==> src/rtl/pl_mem_arbiter_pkg.sv <==
// Shared types for the pipeline memory arbiter: FSM states, bus owner and
// the latched bus request attributes.
package pl_mem_arbiter_pkg;

   localparam int unsigned ADDR_W = 32;
   localparam int unsigned DATA_W = 32;

   typedef enum logic [1:0] {
      ARB_IDLE,
      ARB_REQ,
      ARB_RESP
   } mem_arb_state_t;

   typedef enum logic [1:0] {
      OWN_NONE,
      OWN_IF,
      OWN_DM
   } mem_owner_t;

   typedef struct packed {
      logic              we;
      logic [ADDR_W-1:0] addr;
      logic [DATA_W-1:0] wdata;
   } mem_bus_req_t;

   // Builds a bus request record from its fields.
   function automatic mem_bus_req_t mk_bus_req(input logic              we,
                                               input logic [ADDR_W-1:0] addr,
                                               input logic [DATA_W-1:0] wdata);
      mem_bus_req_t r;
      r.we    = we;
      r.addr  = addr;
      r.wdata = wdata;
      return r;
   endfunction

endpackage

==> src/rtl/pl_mem_arbiter_if.sv <==
// Signal bundle between the pipeline requesters (IF, DM), the arbiter and
// the unified memory bus. master = arbiter view, slave = environment view.
interface pl_mem_arbiter_if;
   import pl_mem_arbiter_pkg::*;

   logic              if_req;
   logic [ADDR_W-1:0] if_addr;
   logic              if_gnt;
   logic              if_rvalid;
   logic [DATA_W-1:0] if_rdata;

   logic              dm_req;
   logic              dm_we;
   logic [ADDR_W-1:0] dm_addr;
   logic [DATA_W-1:0] dm_wdata;
   logic              dm_gnt;
   logic              dm_rvalid;
   logic [DATA_W-1:0] dm_rdata;

   logic              bus_req;
   logic              bus_we;
   logic [ADDR_W-1:0] bus_addr;
   logic [DATA_W-1:0] bus_wdata;
   logic              bus_gnt;
   logic              bus_rvalid;
   logic [DATA_W-1:0] bus_rdata;

   modport master (
      input  if_req, if_addr,
      output if_gnt, if_rvalid, if_rdata,
      input  dm_req, dm_we, dm_addr, dm_wdata,
      output dm_gnt, dm_rvalid, dm_rdata,
      output bus_req, bus_we, bus_addr, bus_wdata,
      input  bus_gnt, bus_rvalid, bus_rdata
   );

   modport slave (
      output if_req, if_addr,
      input  if_gnt, if_rvalid, if_rdata,
      output dm_req, dm_we, dm_addr, dm_wdata,
      input  dm_gnt, dm_rvalid, dm_rdata,
      input  bus_req, bus_we, bus_addr, bus_wdata,
      output bus_gnt, bus_rvalid, bus_rdata
   );

endinterface

==> src/rtl/pl_mem_arbiter.sv <==
// Pipeline memory arbiter: shares one single-ported memory bus between the
// instruction-fetch (IF) and data-memory (DM) ports, one transaction in flight.
// DM has priority. Optional IF anti-starvation under macro MEM_ARB_FAIRNESS_EN.
//
//   state    | meaning
//   ---------+-----------------------------------------------------------
//   ARB_IDLE | no transaction; arbitrate and latch the winner's attributes
//   ARB_REQ  | bus_req driven with latched attributes, waiting for bus_gnt
//   ARB_RESP | read accepted, waiting for bus_rvalid to route to the owner
module pl_mem_arbiter
   import pl_mem_arbiter_pkg::*;
#(
   parameter int unsigned STARVE_LIMIT = 4
) (
   input logic              clk,
   input logic              rst,
   pl_mem_arbiter_if.master mif
);

   if (STARVE_LIMIT < 1 || STARVE_LIMIT > 15) begin : g_bad_limit
      $error("STARVE_LIMIT must be in 1..15");
   end

   mem_arb_state_t state_q, state_d;
   mem_owner_t     owner_q, owner_d;
   mem_bus_req_t   attr_q, attr_d;
   logic           bus_req_q, bus_req_d;
   logic           if_first;
   logic           pick_dm;
   logic           pick_if;
   logic           gnt_ok;
   logic           rv_ok;

`ifdef MEM_ARB_FAIRNESS_EN
   localparam logic [3:0] STARVE_LIM = 4'(STARVE_LIMIT);
   logic [3:0] starve_q, starve_d;

   assign if_first = mif.if_req && (starve_q >= STARVE_LIM);

   // Counts DM grants taken while IF keeps waiting; saturates at 15.
   always_comb begin
      starve_d = starve_q;
      if (!mif.if_req || mif.if_gnt) begin
         starve_d = 4'd0;
      end else if (mif.dm_gnt && starve_q != 4'hF) begin
         starve_d = starve_q + 4'd1;
      end
   end

   // Starvation counter register.
   always_ff @(posedge clk) begin
      if (rst) begin
         starve_q <= 4'd0;
      end else begin
         starve_q <= starve_d;
      end
   end
`else
   assign if_first = 1'b0;
`endif

   assign pick_dm = mif.dm_req && !if_first;
   assign pick_if = mif.if_req && !pick_dm;

   // Next-state, owner and latched bus attributes.
   always_comb begin
      state_d   = state_q;
      owner_d   = owner_q;
      attr_d    = attr_q;
      bus_req_d = bus_req_q;
      unique case (state_q)
         ARB_IDLE: begin
            if (pick_dm) begin
               attr_d    = mk_bus_req(mif.dm_we, mif.dm_addr, mif.dm_wdata);
               owner_d   = OWN_DM;
               state_d   = ARB_REQ;
               bus_req_d = 1'b1;
            end else if (pick_if) begin
               attr_d    = mk_bus_req(1'b0, mif.if_addr, '0);
               owner_d   = OWN_IF;
               state_d   = ARB_REQ;
               bus_req_d = 1'b1;
            end
         end
         ARB_REQ: begin
            if (mif.bus_gnt) begin
               bus_req_d = 1'b0;
               if (attr_q.we) begin
                  state_d = ARB_IDLE;
                  owner_d = OWN_NONE;
               end else begin
                  state_d = ARB_RESP;
               end
            end
         end
         ARB_RESP: begin
            if (mif.bus_rvalid) begin
               state_d = ARB_IDLE;
               owner_d = OWN_NONE;
            end
         end
         default: begin
            state_d   = ARB_IDLE;
            owner_d   = OWN_NONE;
            bus_req_d = 1'b0;
         end
      endcase
   end

   // FSM and registered bus outputs.
   always_ff @(posedge clk) begin
      if (rst) begin
         state_q   <= ARB_IDLE;
         owner_q   <= OWN_NONE;
         attr_q    <= '0;
         bus_req_q <= 1'b0;
      end else begin
         state_q   <= state_d;
         owner_q   <= owner_d;
         attr_q    <= attr_d;
         bus_req_q <= bus_req_d;
      end
   end

   // Handshakes are passed straight through so the requester sees them in the
   // same cycle as the memory; stray bus_gnt/bus_rvalid are masked by state.
   assign gnt_ok = (state_q == ARB_REQ)  && mif.bus_gnt    && !rst;
   assign rv_ok  = (state_q == ARB_RESP) && mif.bus_rvalid && !rst;

   assign mif.if_gnt    = gnt_ok && (owner_q == OWN_IF);
   assign mif.dm_gnt    = gnt_ok && (owner_q == OWN_DM);
   assign mif.if_rvalid = rv_ok  && (owner_q == OWN_IF);
   assign mif.dm_rvalid = rv_ok  && (owner_q == OWN_DM);
   assign mif.if_rdata  = mif.if_rvalid ? mif.bus_rdata : '0;
   assign mif.dm_rdata  = mif.dm_rvalid ? mif.bus_rdata : '0;

   assign mif.bus_req   = bus_req_q;
   assign mif.bus_we    = attr_q.we;
   assign mif.bus_addr  = attr_q.addr;
   assign mif.bus_wdata = attr_q.wdata;

endmodule

==> src/flat_wrapper.sv <==
// flat-port wrapper written by rule: the top's interface ports become plain ports
module pl_mem_arbiter_flat import pl_mem_arbiter_pkg::*;
#(
   parameter int unsigned STARVE_LIMIT = 4
)
  (clk, rst, mif_if_req, mif_if_addr, mif_if_gnt, mif_if_rvalid, mif_if_rdata, mif_dm_req, mif_dm_we, mif_dm_addr, mif_dm_wdata, mif_dm_gnt, mif_dm_rvalid, mif_dm_rdata, mif_bus_req, mif_bus_we, mif_bus_addr, mif_bus_wdata, mif_bus_gnt, mif_bus_rvalid, mif_bus_rdata);
  pl_mem_arbiter_if mif_i ();
  input logic clk;
  input logic rst;
  input wire logic [$bits(mif_i.if_req)-1:0] mif_if_req;
  input wire logic [$bits(mif_i.if_addr)-1:0] mif_if_addr;
  output wire logic [$bits(mif_i.if_gnt)-1:0] mif_if_gnt;
  output wire logic [$bits(mif_i.if_rvalid)-1:0] mif_if_rvalid;
  output wire logic [$bits(mif_i.if_rdata)-1:0] mif_if_rdata;
  input wire logic [$bits(mif_i.dm_req)-1:0] mif_dm_req;
  input wire logic [$bits(mif_i.dm_we)-1:0] mif_dm_we;
  input wire logic [$bits(mif_i.dm_addr)-1:0] mif_dm_addr;
  input wire logic [$bits(mif_i.dm_wdata)-1:0] mif_dm_wdata;
  output wire logic [$bits(mif_i.dm_gnt)-1:0] mif_dm_gnt;
  output wire logic [$bits(mif_i.dm_rvalid)-1:0] mif_dm_rvalid;
  output wire logic [$bits(mif_i.dm_rdata)-1:0] mif_dm_rdata;
  output wire logic [$bits(mif_i.bus_req)-1:0] mif_bus_req;
  output wire logic [$bits(mif_i.bus_we)-1:0] mif_bus_we;
  output wire logic [$bits(mif_i.bus_addr)-1:0] mif_bus_addr;
  output wire logic [$bits(mif_i.bus_wdata)-1:0] mif_bus_wdata;
  input wire logic [$bits(mif_i.bus_gnt)-1:0] mif_bus_gnt;
  input wire logic [$bits(mif_i.bus_rvalid)-1:0] mif_bus_rvalid;
  input wire logic [$bits(mif_i.bus_rdata)-1:0] mif_bus_rdata;
  assign mif_i.if_req = mif_if_req;
  assign mif_i.if_addr = mif_if_addr;
  assign mif_if_gnt = mif_i.if_gnt;
  assign mif_if_rvalid = mif_i.if_rvalid;
  assign mif_if_rdata = mif_i.if_rdata;
  assign mif_i.dm_req = mif_dm_req;
  assign mif_i.dm_we = mif_dm_we;
  assign mif_i.dm_addr = mif_dm_addr;
  assign mif_i.dm_wdata = mif_dm_wdata;
  assign mif_dm_gnt = mif_i.dm_gnt;
  assign mif_dm_rvalid = mif_i.dm_rvalid;
  assign mif_dm_rdata = mif_i.dm_rdata;
  assign mif_bus_req = mif_i.bus_req;
  assign mif_bus_we = mif_i.bus_we;
  assign mif_bus_addr = mif_i.bus_addr;
  assign mif_bus_wdata = mif_i.bus_wdata;
  assign mif_i.bus_gnt = mif_bus_gnt;
  assign mif_i.bus_rvalid = mif_bus_rvalid;
  assign mif_i.bus_rdata = mif_bus_rdata;
  pl_mem_arbiter #(.STARVE_LIMIT(STARVE_LIMIT)) u_core (.clk(clk), .rst(rst), .mif(mif_i));
endmodule
==> config.mk <==
export PLATFORM = sky130hd
export DESIGN_NAME = pl_mem_arbiter_flat
export DESIGN_NICKNAME = d
export VERILOG_FILES = /design/src/rtl/pl_mem_arbiter_pkg.sv /design/src/rtl/pl_mem_arbiter_if.sv /design/src/rtl/pl_mem_arbiter.sv /design/src/flat_wrapper.sv
export SDC_FILE = /design/constraint.sdc
export NUM_CORES = 1
export LEC_CHECK = 0
export BUFFER_PORTS_ARGS = -buffer_cell sky130_fd_sc_hd__buf_4
export CORE_AREA = 2 2 106 108
export DETAILED_ROUTE_END_ITERATION = 8
export DIE_AREA = 0 0 108 110
export PLACE_DENSITY = 0.68
export SKIP_LAST_GASP = 1
export SYNTH_ARGS = -nofsm -noshare
export SYNTH_HDL_FRONTEND = slang
export SYNTH_SLANG_ARGS = --single-unit
==> constraint.sdc <==
create_clock -name clk -period 1.8 [get_ports clk]
set_input_delay 0.18 -clock clk [delete_from_list [all_inputs] [get_ports clk]]
set_output_delay 0.18 -clock clk [all_outputs]
set_load 0.02 [all_outputs]
==> results of run 1 <==
layout make-up:
cell class / instances / area (um2)
clock buffers: 11 / 151
clock inverters: 5 / 105
fillers: 1004 / 4850
inverters: 1 / 3.75
multi-input cells: 292 / 1820
flip-flops and latches: 70 / 1410
well taps: 140 / 175
repair buffers: 282 / 2180
worst min-delay path, stage by stage:
cell	delay, ns
sky130_fd_sc_hd__buf_4	0.11
sky130_fd_sc_hd__nand2_1	0.04
sky130_fd_sc_hd__a21oi_1	0.05
cells by family (layout without fill, tap and decap cells):
kind of cell,Yosys count,after routing,share of synthesized area (%)
buffers and inverters,41,299,8.20
AND/OR/NAND/NOR,123,123,20.3
multiplexers,32,32,9.17
AO/OA/AOI/OAI,137,137,22.2
flip-flops,70,70,40.1
cells in the mapped netlist, types with 2 or more instances:
cell type,instances
sky130_fd_sc_hd__a211oi_1,33
sky130_fd_sc_hd__a21oi_1,68
sky130_fd_sc_hd__and2_1,64
sky130_fd_sc_hd__buf_1,2
sky130_fd_sc_hd__buf_2,10
sky130_fd_sc_hd__buf_4,8
sky130_fd_sc_hd__buf_6,12
sky130_fd_sc_hd__clkbuf_1,8
sky130_fd_sc_hd__dfxtp_1,70
sky130_fd_sc_hd__mux2i_1,32
sky130_fd_sc_hd__nand2_1,36
sky130_fd_sc_hd__nand2b_1,3
sky130_fd_sc_hd__nor2_1,2
sky130_fd_sc_hd__nor2_2,3
sky130_fd_sc_hd__nor2_4,2
sky130_fd_sc_hd__nor3_1,7
sky130_fd_sc_hd__o21ai_0,22
sky130_fd_sc_hd__o21ai_1,11
sky130_fd_sc_hd__or2_1,2
power by group through the flow:
stage                     Combinational, W  Clock [W]  Sequential (W)
after global placement             0.00114          0         0.00180
after detailed placement           0.00115          0         0.00181
after global routing               0.00124    0.00172         0.00180
after CTS                          0.00116    0.00164         0.00178
after floorplan                   0.000474          0         0.00196
final                              0.00115    0.00159         0.00178
repair_timing:
item                       4_1_cts  5_1_grt
gates resized for setup          5        7
setup endpoints to repair       66       63
cloned                           0        1
pin swaps                        0        0
sequential cells by signal, summed over array words and instances, names as in the netlist:
register,count
u_core.mif.bus_addr,32
u_core.mif.bus_req,1
u_core.state_q,2
u_core.mif.bus_wdata,32
u_core.mif.bus_we,1
u_core.owner_q,2
stage by stage:
| step | power (W) | instance area (um2) |
|---|---|---|
| 2_1_floorplan | 0.00244 | 3490 |
| 3_3_place_gp | 0.00294 | 5520 |
| 3_5_place_dp | 0.00296 | 5520 |
| 4_1_cts | 0.00457 | 5790 |
| 5_1_grt | 0.00476 | 5850 |
| 6_report | 0.00451 | 5850 |
worst min-delay path by stage:
stage	start	endpoint	slack [ns]	cells after the start
3_3_place_gp	mif_dm_wdata[12]	u_core.mif.bus_wdata[12]	0.43	3
4_1_cts	mif_dm_wdata[11]	u_core.mif.bus_wdata[11]	0.06	3
3_5_place_dp	mif_dm_wdata[29]	u_core.mif.bus_wdata[29]	0.44	3
5_1_grt	mif_dm_wdata[10]	u_core.mif.bus_wdata[10]	0.06	3
2_1_floorplan	mif_dm_wdata[0]	u_core.mif.bus_wdata[0]	0.32	2
6_report	mif_dm_wdata[29]	u_core.mif.bus_wdata[29]	0.08	3
routing by layer:
metal  global-route usage, %  wire [um]  share of wire [%]
met5                       0          0                  0
met3                    5.64        952                8.0
met4                    5.95        189                1.6
met1                    21.0       4420                 37
met2                    35.3       6360                 53
==> results.md, run 1 <==
| Stage | Item | This run |
|:---|:---|:---|
| grt | Total global routing overflow | 0 |
| clocking | Hold_buf cts | 0 |
| setup path | Worst r2r path cells | 5 |
| synthesis | Dominant cells by area after synthesis | sky130_fd_sc_hd__dfxtp_1 (40%), sky130_fd_sc_hd__and2_1 (11%), sky130_fd_sc_hd__a21oi_1 (9.7%), sky130_fd_sc_hd__mux2i_1 (9.2%), sky130_fd_sc_hd__a211oi_1 (7.1%) |
| finish | Final antenna diode count | 0 |
| finish | Final std cells w/o fill | 801 |
| synthesis | Yosys warnings | 0 |
| sta | Unrepaired setup endpoints after global routing | true |
| sta | Setup total negative slack | 0 ns |
| clocking | Cell at the root of the clock tree | sky130_fd_sc_hd__clkbuf_8 |
| detailed routing | Number of detailed-route iterations in the first pass | 4 |
| synthesis | Synth top area share | 40.1% |
| synthesis | Fraction of the yosys area taken by sequential cells | 40.1% |
| clocking | Sinks on Clock Net | 70 |
| grt | Total global-route track usage | 19.1% |
| pwr | NetSw | 0.00127 W |
| die | Full die area | 11900 um2 |
| synthesis | Yosys reg bits | 70 |
| detailed routing | First DRT Iteration DRCs | 210 |
| pwr | Share of total power in combinational logic | 25.4% |
| setup path | Crit path kind | flop to output port |
| pwr | Static leakage | 2.79 nW |
| grt | Number of antenna violations at the first check in global routing | 0 |
| grt | Vias in the first global route | 3532 |
| placement | Placed cells | 784 |
| clocking | Inserted Clock Buffers | 9 |
| setup path | Worst stage delay on the critical path | 0.38 ns |
| finish | Most frequent cells in the layout | sky130_fd_sc_hd__buf_4 (277), sky130_fd_sc_hd__a21oi_1 (68), sky130_fd_sc_hd__dfxtp_1 (68) |
| setup path | Start of the worst register-to-register path | u_core.state_q[1] |
| grt | Global-route wire length before repair | 17900 um |
| detailed routing | Average via count per standard cell | 4.71 |
| die | Die extent in x | 108 um |
| clocking | Clock network latency to the later pin of the worst-skew pair | 0.34 ns |
| grt | Pin count of the biggest net entering global routing | 41 |
| setup path | Register-to-register setup slack | 0.36 ns |
| setup path | Worst path bufs/invs | 2 |
| setup path | Critical path capture point type | output port |
| pwr | Maximum vdd drop | 0.000400 V |
| finish | Area growth from synthesis to final layout | 67.3% |
| detailed routing | Post-route DRC | 0 |
| pwr | Cell-internal power | 0.00324 W |
| detailed routing | Count of vias placed by the detailed router | 3775 |
| sta | Post-layout minimum cycle time | 1.74 ns |
| die | Starting density of the core | 32.7% |
| sta | Highest Clock Rate | 574 MHz |
| clocking | Clock tree buffer depth | 2 |
| synthesis | Most used flip-flop cell after synthesis | sky130_fd_sc_hd__dfxtp_1 |
| run | Max-Cap Viols | 0 |
| placement | Routability cong. | 0.786 |
| sta | Worst slew margin relative to its limit | 71.7% |
| die | Placement row count | 38 |
| synthesis | Yosys top cell by area | sky130_fd_sc_hd__dfxtp_1 |
| sta | Total setup violations reported at the end of the flow | 0 |
| die | Die H | 110 um |
| sta | Total count of hold-check failures in the final report | 0 |
| die | Floorplan core area | 10700 um2 |
| finish | Share of the core filled with cells | 54.6% |
| setup path | Crit path max-delay family | simple AND/OR/NAND/NOR gates |
| setup path | Endpoint required time on the critical path | 1.62 ns |
| clocking | Clock edge transition at the registers on the reported setup and hold paths | 0.08 ns |
| placement | Half-perimeter wire length of the detailed placement result | 9070 um |
| sta | Worst Skew | 0.0129 ns |
| synthesis | Net count after synthesis | 538 |
| pwr | Part of the total power dissipated in the clock network | 35.3% |
| finish | Most common cell after layout, fill and taps aside | sky130_fd_sc_hd__buf_4 |
| setup path | Worst reg2reg path endpoint | u_core.mif.bus_addr[0] |
| clocking | Clock tree from TritonCTS | done |
| pwr | Switching Fraction | 28.2% |
| min path | Worst hold path class | input port to flop |
| synthesis | Post-synthesis average cell area | 8.67 um2 |
| clocking | Total setup buffers inserted after CTS | 0 |
| synthesis | Distinct cells, synth | 27 |
| synthesis | Gate count after technology mapping | 403 |
| placement | Post-placement setup slack | 0.308 ns |
| sta | Slack of the critical path | 0.0566 ns |
| setup path | Crit path cell chain | nand4bb_4 > nor2_4 > clkbuf_16 > and2_1 > buf_4 |
| setup path | Stages on worst setup path | 5 |
| finish | Number of nets in the layout | 791 |
| die | I/O pin count | 269 |
| pwr | Power per Cell Area | 772 nW/um2 |
| finish | Share of final-layout standard cells stronger than drive strength 1 | 46.6% |
| pwr | Part of the power in registers | 39.3% |
| setup path | Last element of the critical path | mif_if_rdata[13] |
| sta | Worst hold margin | 0.0847 ns |
| setup path | Critical path fanouts, max | 16 |
| status | Result of the run | completed |
| sta | Transition at the pin with the smallest max-transition slack | 0.425 ns |
| placement | Count of input and output buffers | 268 |
| setup path | Slowest library cell on the worst path | sky130_fd_sc_hd__dfxtp_4 |
| setup path | Endpoint arrival time on the critical path | 1.56 ns |
| synthesis | Share of synthesized flip-flops with an asynchronous set or reset | 0% |
| setup path | Element type at the critical path start | flop |
| setup path | Setup crit start | u_core.state_q[0] |
| sta | Final count of pins violating max slew | 0 |
| clocking | H-tree levels | 3 |
| synthesis | Summed instance area of the synthesized netlist | 3490 um2 |
| synthesis | EDFF count, synth | 0 |
| sta | Final critical-path share of the clock period | 96.9% |
| detailed routing | Routed length per placed instance | 14.9 um |
| detailed routing | Number of nets with antenna violations after detailed routing | 0 |
| detailed routing | Total wirelength of the detailed-routed design | 11900 um |
No activity file was read; power rests on OpenSTA's default activity.
==> run 2, diff against run 1 <==
--- a/config.mk
+++ b/config.mk
@@ -6,10 +6,10 @@
 export NUM_CORES = 1
 export LEC_CHECK = 0
 export BUFFER_PORTS_ARGS = -buffer_cell sky130_fd_sc_hd__buf_4
-export CORE_AREA = 2 2 106 108
+export CORE_MARGIN = 5
+export CORE_UTILIZATION = 36
 export DETAILED_ROUTE_END_ITERATION = 8
-export DIE_AREA = 0 0 108 110
-export PLACE_DENSITY = 0.68
+export PLACE_DENSITY = 0.77
 export SKIP_LAST_GASP = 1
 export SYNTH_ARGS = -nofsm -noshare
 export SYNTH_HDL_FRONTEND = slang
==> constraint.sdc (replaced) <==
create_clock -name clk -period 1.4 [get_ports clk]
set_input_delay 0.14 -clock clk [delete_from_list [all_inputs] [get_ports clk]]
set_output_delay 0.14 -clock clk [all_outputs]
set_load 0.02 [all_outputs]
==> results.md, run 2 (same netlist as run 1, synthesis figures left out) <==
| Stage | Item | This run | Delta |
|:---|:---|:---|:---|
| clocking | H-tree levels | 3 | unchanged |
| sta | Highest Clock Rate | 587 MHz |  |
| finish | Most frequent cells in the layout | sky130_fd_sc_hd__buf_4 (248), sky130_fd_sc_hd__a21oi_1 (68), sky130_fd_sc_hd__dfxtp_1 (68) |  |
| placement | Half-perimeter wire length of the detailed placement result | 10200 um | +12% |
| die | Die extent in x | 109 um | +0.49% |
| die | Die H | 109 um | -1.3% |
| detailed routing | Post-route DRC | 0 | unchanged |
| pwr | Power per Cell Area | 923 nW/um2 | +20% |
| clocking | Sinks on Clock Net | 70 | unchanged |
| sta | Slack of the critical path | -0.304 ns | -0.361 ns |
| clocking | Clock tree buffer depth | 2 | unchanged |
| die | I/O pin count | 269 | unchanged |
| sta | Final critical-path share of the clock period | 122% |  |
| die | Placement row count | 36 | -5.3% |
| setup path | Library cell appearing most often on the critical path | sky130_fd_sc_hd__buf_6 |  |
| setup path | Element type at the critical path start | flop |  |
| sta | Worst Skew | 0.00766 ns | -0.00521 ns |
| clocking | Clock edge transition at the registers on the reported setup and hold paths | 0.08 ns | about the same |
| status | Failing checks | negative setup slack |  |
| min path | Worst Hold End | u_core.mif.bus_wdata[12] |  |
| sta | Transition at the pin with the smallest max-transition slack | 0.358 ns | -0.0674 ns |
| placement | Count of input and output buffers | 268 | unchanged |
| setup path | Slowest library cell on the worst path | sky130_fd_sc_hd__dfxtp_4 |  |
| finish | Most common cell after layout, fill and taps aside | sky130_fd_sc_hd__buf_4 |  |
| setup path | Critical path fanouts, max | 8 | -8 |
| finish | Number of nets in the layout | 798 | +0.88% |
| status | Result of the run | finished with violations |  |
| finish | Share of the core filled with cells | 63.4% | +8.7 points |
| setup path | Worst reg2reg path endpoint | u_core.mif.bus_wdata[17] |  |
| sta | Unrepaired setup endpoints after global routing | true |  |
| detailed routing | Routed length per placed instance | 16.6 um | +12% |
| finish | Filler cell count in the final layout | 823 | -18% |
| grt | Global-route wire length before repair | 19400 um | +8.4% |
| clocking | Clock network latency to the later pin of the worst-skew pair | 0.34 ns | about the same |
| setup path | Worst stage delay on the critical path | 0.34 ns | -0.04 ns |
| pwr | Static leakage | 2.89 nW | +3.7% |
| min path | Depth of the worst hold-timing path | 3 | unchanged |
| grt | Total global-route track usage | 20.9% | +1.8 points |
| min path | Worst hold path class | input port to flop |  |
| setup path | Start of the worst register-to-register path | u_core.state_q[0] |  |
| detailed routing | Total wirelength of the detailed-routed design | 13300 um | +12% |
| grt | Number of antenna violations at the first check in global routing | 0 | unchanged |
| finish | Final instance area | 6110 um2 | +4.5% |
| clocking | Clock tree from TritonCTS | done |  |
| setup path | Endpoint required time on the critical path | 1.26 ns | -0.36 ns |
| detailed routing | Average via count per standard cell | 4.90 | +3.9% |
| detailed routing | Number of nets with antenna violations after detailed routing | 0 | unchanged |
| sta | Post-layout minimum cycle time | 1.70 ns |  |
| placement | Post-placement cell area | 5600 um2 | +1.5% |
| detailed routing | Number of detailed-route iterations in the first pass | 4 | unchanged |
| finish | Share of final-layout standard cells stronger than drive strength 1 | 52.4% | +5.8 points |
| setup path | Endpoint arrival time on the critical path | 1.56 ns | about the same |
| finish | Final antenna diode count | 0 | unchanged |
| clocking | Cell at the root of the clock tree | sky130_fd_sc_hd__clkbuf_8 |  |
| die | Starting density of the core | 36.3% | +3.6 points |
| sta | Final count of pins violating max slew | 0 | unchanged |
| sta | Total setup violations reported at the end of the flow | 68 | +68 |
| setup path | Crit path cell chain | nand4bb_4 > nor2_4 > buf_6 > clkbuf_16 > and2_4 > buf_6 |  |
| placement | Post-placement setup slack | -0.0212 ns | -0.329 ns |
| setup path | Worst r2r path cells | 5 | unchanged |
| clocking | Inserted Clock Buffers | 9 | unchanged |
| clocking | Hold_buf cts | 0 | unchanged |
| detailed routing | Count of vias placed by the detailed router | 3921 | +3.9% |
| placement | Routability cong. | 0.808 | +2.8% |
| min path | Hold Path Origin | mif_dm_wdata[12] |  |
| grt | Pin count of the biggest net entering global routing | 73 | +78% |
| sta | Total count of hold-check failures in the final report | 0 | unchanged |
| die | Floorplan core area | 9640 um2 | -9.9% |
| sta | Worst slew margin relative to its limit | 75.5% | +3.9 points |
| die | Full die area | 11800 um2 | -0.86% |
| finish | Area growth from synthesis to final layout | 74.8% |  |
| setup path | Crit path kind | flop to output port |  |
| grt | Vias in the first global route | 3889 | +10% |
| run | Max-Cap Viols | 0 | unchanged |
| setup path | Critical path capture point type | output port |  |
| setup path | Register-to-register setup slack | 0.06 ns | -0.30 ns |
| grt | Total global routing overflow | 0 | unchanged |
| detailed routing | First DRT Iteration DRCs | 231 | +10% |
| pwr | Maximum vdd drop | 0.000654 V | +63% |
run 2: routing by layer:
metal  vias up  share of wire (%)  global-route usage (%)
li1       1922                  -                       -
met1      1786                 35                    21.7
met2       182                 52                    38.1
met3        31                8.7                    6.15
met4         0                4.3                    9.92
met5         -                  0                       0
run 2: timing repair:
item	in CTS	in global routing
buffers inserted	3	0
endpoints found under the setup margin	71	123
gates resized for setup	54	23
pin swaps	1	5
gates cloned	1	1
run 2: worst max path at each step:
stage | startpoint | endpoint | slack (ns) | cells past startpoint
finish | u_core.state_q[0] | mif_dm_rdata[17] | -0.30 | 6
global route | u_core.state_q[0] | mif_dm_rdata[3] | -0.38 | 6
CTS | u_core.state_q[0] | mif_if_rdata[27] | -0.30 | 5
detailed placement | u_core.state_q[0] | u_core.mif.bus_wdata[29] | -0.02 | 4
global placement | u_core.state_q[0] | mif_if_rdata[27] | 0.04 | 5
floorplan | u_core.state_q[0] | mif_if_rdata[17] | 0.004 | 5
run 2: critical path: cells and delay by family (launching register included):
family        cells  cell delay [ns]
flops             1             0.34
buf+inv           3             0.38
simple gates      3             0.51
run 2: area by class of cell:
type,count,area (um2),area share [%]
clock buffers,10,138,2.25
flip-flops and latches,70,1410,23.0
clock inverters,6,85.1,1.39
inverters,1,3.75,0.0615
well taps,133,166,2.72
repair buffers,289,2390,39.2
multi-input cells,292,1920,31.4
run 2: stage by stage:
step                      setup TNS, ns  std cells  power, W  hold slack [ns]
after floorplan                       0        403   0.00313            0.276
after global placement                0        781   0.00381            0.387
after detailed placement        -0.0222        781   0.00385            0.398
after CTS                        -16.99        801   0.00570           0.0248
after global routing             -22.08        801   0.00593           0.0282
final                            -16.29        801   0.00564           0.0457
run 2: where the power goes:
part	switching [W]	internal, W
logic	0.000793	0.000760
clock network	0.000762	0.00105
registers	0.000102	0.00218
total	0.00166	0.00398
==> run 3, diff against run 2 <==
--- a/config.mk
+++ b/config.mk
@@ -14,3 +14,4 @@
 export SYNTH_ARGS = -nofsm -noshare
 export SYNTH_HDL_FRONTEND = slang
 export SYNTH_SLANG_ARGS = --single-unit
+export TNS_END_PERCENT = 30
==> results.md, run 3 (same netlist as run 1, synthesis figures left out) <==
| Stage | Item | This run | Delta |
|:---|:---|:---|:---|
| grt | Vias in the first global route | 3950 | +1.6% |
| sta | Worst Skew | 0.00429 ns | -0.00337 ns |
| clocking | Inserted Clock Buffers | 9 | unchanged |
| pwr | Cell-internal power | 0.00384 W | -3.5% |
| die | Starting density of the core | 36.3% | unchanged |
| finish | Area growth from synthesis to final layout | 69.1% |  |
| setup path | Worst reg2reg path endpoint | u_core.mif.bus_wdata[1] |  |
| sta | Final critical-path share of the clock period | 123% | +1.6 points |
| clocking | Clock tree from TritonCTS | done |  |
| finish | Final antenna diode count | 0 | unchanged |
| min path | Depth of the worst hold-timing path | 3 | unchanged |
| finish | Share of final-layout standard cells stronger than drive strength 1 | 47.8% | -4.6 points |
| grt | Number of antenna violations at the first check in global routing | 0 | unchanged |
| clocking | Sinks on Clock Net | 70 | unchanged |
| placement | Routability cong. | 0.793 | -1.9% |
| status | Result of the run | finished with violations |  |
| min path | Hold Path Origin | mif_dm_wdata[29] |  |
| die | Placement row count | 36 | unchanged |
| die | I/O pin count | 269 | unchanged |
| sta | Transition at the pin with the smallest max-transition slack | 0.370 ns | +0.0121 ns |
| finish | Share of the core filled with cells | 61.3% | -2.1 points |
| die | Die extent in x | 109 um | unchanged |
| placement | Count of input and output buffers | 268 | unchanged |
| placement | Post-placement setup slack | 0.00328 ns | +0.0245 ns |
| run | Max-Cap Viols | 0 | unchanged |
| detailed routing | Average via count per standard cell | 4.97 | +1.5% |
| die | Die H | 109 um | unchanged |
| detailed routing | Total wirelength of the detailed-routed design | 13100 um | -1.2% |
| sta | Worst hold margin | 0.0425 ns | -0.00319 ns |
| setup path | Worst r2r path cells | 5 | unchanged |
| sta | Highest Clock Rate | 579 MHz | -1.3% |
| grt | Total global routing overflow | 0 | unchanged |
| sta | Worst slew margin relative to its limit | 74.7% | -0.83 points |
| setup path | Crit path cell chain | nand4bb_4 > nor2_4 > buf_6 > and2_1 > buf_4 |  |
| setup path | Element type at the critical path start | flop |  |
| finish | Combined area of the multi-input logic cells | 1830 um2 | -4.2% |
| finish | Most frequent cells in the layout | sky130_fd_sc_hd__buf_4 (271), sky130_fd_sc_hd__a21oi_1 (68), sky130_fd_sc_hd__dfxtp_1 (68) |  |
| pwr | Power per Cell Area | 922 nW/um2 | -0.10% |
| pwr | Share of total power in combinational logic | 28.2% | +0.7 points |
| sta | Post-layout minimum cycle time | 1.73 ns | +0.0224 ns |
| setup path | Worst stage delay on the critical path | 0.35 ns | about the same |
| pwr | Part of the power in registers | 41.7% | +1.3 points |
| sta | Unrepaired setup endpoints after global routing | true |  |
| grt | Pin count of the biggest net entering global routing | 73 | unchanged |
| clocking | Clock tree buffer depth | 2 | unchanged |
| setup path | Start of the worst register-to-register path | u_core.state_q[0] |  |
| setup path | Slowest library cell on the worst path | sky130_fd_sc_hd__dfxtp_4 |  |
| grt | Global-route wire length before repair | 19100 um | -1.4% |
| detailed routing | Number of nets with antenna violations after detailed routing | 0 | unchanged |
| sta | Slack of the critical path | -0.326 ns | -0.0224 ns |
| clocking | Cell at the root of the clock tree | sky130_fd_sc_hd__clkbuf_8 |  |
| clocking | Clock network latency to the later pin of the worst-skew pair | 0.34 ns | about the same |
| setup path | Critical path capture point type | output port |  |
| placement | Half-perimeter wire length of the detailed placement result | 9850 um | -3.3% |
| setup path | Critical path fanouts, max | 8 | unchanged |
| pwr | Part of the total power dissipated in the clock network | 30.0% | -2.1 points |
| finish | Filler cell count in the final layout | 862 | +4.7% |
| setup path | Setup crit start | u_core.state_q[0] |  |
| finish | Register area | 1410 um2 | +0.18% |
| pwr | NetSw | 0.00161 W | -3.0% |
| detailed routing | Routed length per placed instance | 16.5 um | -0.82% |
| clocking | H-tree levels | 3 | unchanged |
| detailed routing | Number of detailed-route iterations in the first pass | 4 | unchanged |
| detailed routing | Post-route DRC | 0 | unchanged |
| pwr | Static leakage | 2.83 nW | -2.1% |
| sta | Total setup violations reported at the end of the flow | 68 | unchanged |
| pwr | Switching Fraction | 29.5% | +0.10 points |
| setup path | Register-to-register setup slack | 0.02 ns | -0.04 ns |
| setup path | Crit path kind | flop to output port |  |
| sta | Total count of hold-check failures in the final report | 0 | unchanged |
| status | Failing checks | negative setup slack |  |
| grt | Total global-route track usage | 20.6% | -0.27 points |
| finish | Number of nets in the layout | 795 | -0.38% |
| finish | Most common cell after layout, fill and taps aside | sky130_fd_sc_hd__buf_4 |  |
| die | Full die area | 11800 um2 | unchanged |
| pwr | Maximum vdd drop | 0.000615 V | -6.0% |
| min path | Worst hold path class | input port to flop |  |
| detailed routing | First DRT Iteration DRCs | 154 | -33% |
| detailed routing | Count of vias placed by the detailed router | 3966 | +1.1% |
| die | Floorplan core area | 9640 um2 | unchanged |
| setup path | Endpoint arrival time on the critical path | 1.59 ns | +0.03 ns |
| clocking | Clock edge transition at the registers on the reported setup and hold paths | 0.07 ns | about the same |
| min path | Worst Hold End | u_core.mif.bus_wdata[29] |  |
| setup path | Endpoint required time on the critical path | 1.26 ns | about the same |
| sta | Final count of pins violating max slew | 0 | unchanged |
==> run 3: changes by cell type in the layout (fill, tap and decap cells not counted), moves of 3 or more <==
| cell | change |
|---|---|
| sky130_fd_sc_hd__o21ai_1 | -6 |
| sky130_fd_sc_hd__and2_1 | +22 |
| sky130_fd_sc_hd__and2_4 | -17 |
| sky130_fd_sc_hd__o21ai_0 | +6 |
| sky130_fd_sc_hd__buf_6 | -28 |
| sky130_fd_sc_hd__buf_12 | +3 |
| sky130_fd_sc_hd__and2_2 | -5 |
| sky130_fd_sc_hd__buf_4 | +23 |
==> run 3: area by class of cell <==
class / count / area share, %
clock inverter: 4 / 0.762
tap: 133 / 2.82
clock buffer: 12 / 2.63
inverter: 1 / 0.0635
multi-input combinational: 292 / 31.0
timing repair buffer: 286 / 38.9
sequential: 70 / 23.8
==> run 3: how the worst max path moves through the flow <==
stage | endpoint | slack (ns) | cells past startpoint
3_3_place_gp | mif_if_rdata[12] | 0.03 | 5
2_1_floorplan | mif_dm_rdata[24] | -0.02 | 5
6_report | mif_dm_rdata[21] | -0.33 | 5
4_1_cts | mif_dm_rdata[23] | -0.33 | 5
3_5_place_dp | mif_if_rdata[12] | 0.003 | 5
5_1_grt | mif_dm_rdata[13] | -0.42 | 5
==> run 3: power groups by stage <==
stage          Clock [W]  Sequential, W  Combinational (W)
3_3_place_gp           0        0.00231            0.00150
2_1_floorplan          0        0.00252           0.000610
4_1_cts          0.00169        0.00228            0.00153
6_report         0.00164        0.00227            0.00154
5_1_grt          0.00180        0.00230            0.00167
3_5_place_dp           0        0.00232            0.00153
==> run 3: what timing repair did <==
item                       in CTS  in global routing
gates cloned                    0                  2
setup buffers                   0                  2
pin swaps                       0                  4
gates resized for setup         5                 11
hold buffers                    0                  0
setup endpoints to repair      68                 73
==> run 3: critical path, delay by kind of cell, from the launching register on <==
family        cells  cell delay, ns
buf+inv           2            0.31
flops             1            0.35
simple gates      3            0.58
==> run 3: through the flow <==
step	total power, W	area, um2	TNS, ns	instances
detailed placement	0.00385	5610	0	778
CTS	0.00550	5820	-19.27	794
global route	0.00576	5910	-25.76	798
global placement	0.00382	5610	0	778
finish	0.00545	5910	-17.57	798
floorplan	0.00313	3500	-0.135	403
==> run 3: routing by layer <==
layer | wire length [um] | track usage, %
met5 | 0 | 0
met4 | 632 | 13.8
met3 | 1170 | 4.72
met2 | 6880 | 37.3
met1 | 4450 | 20.9
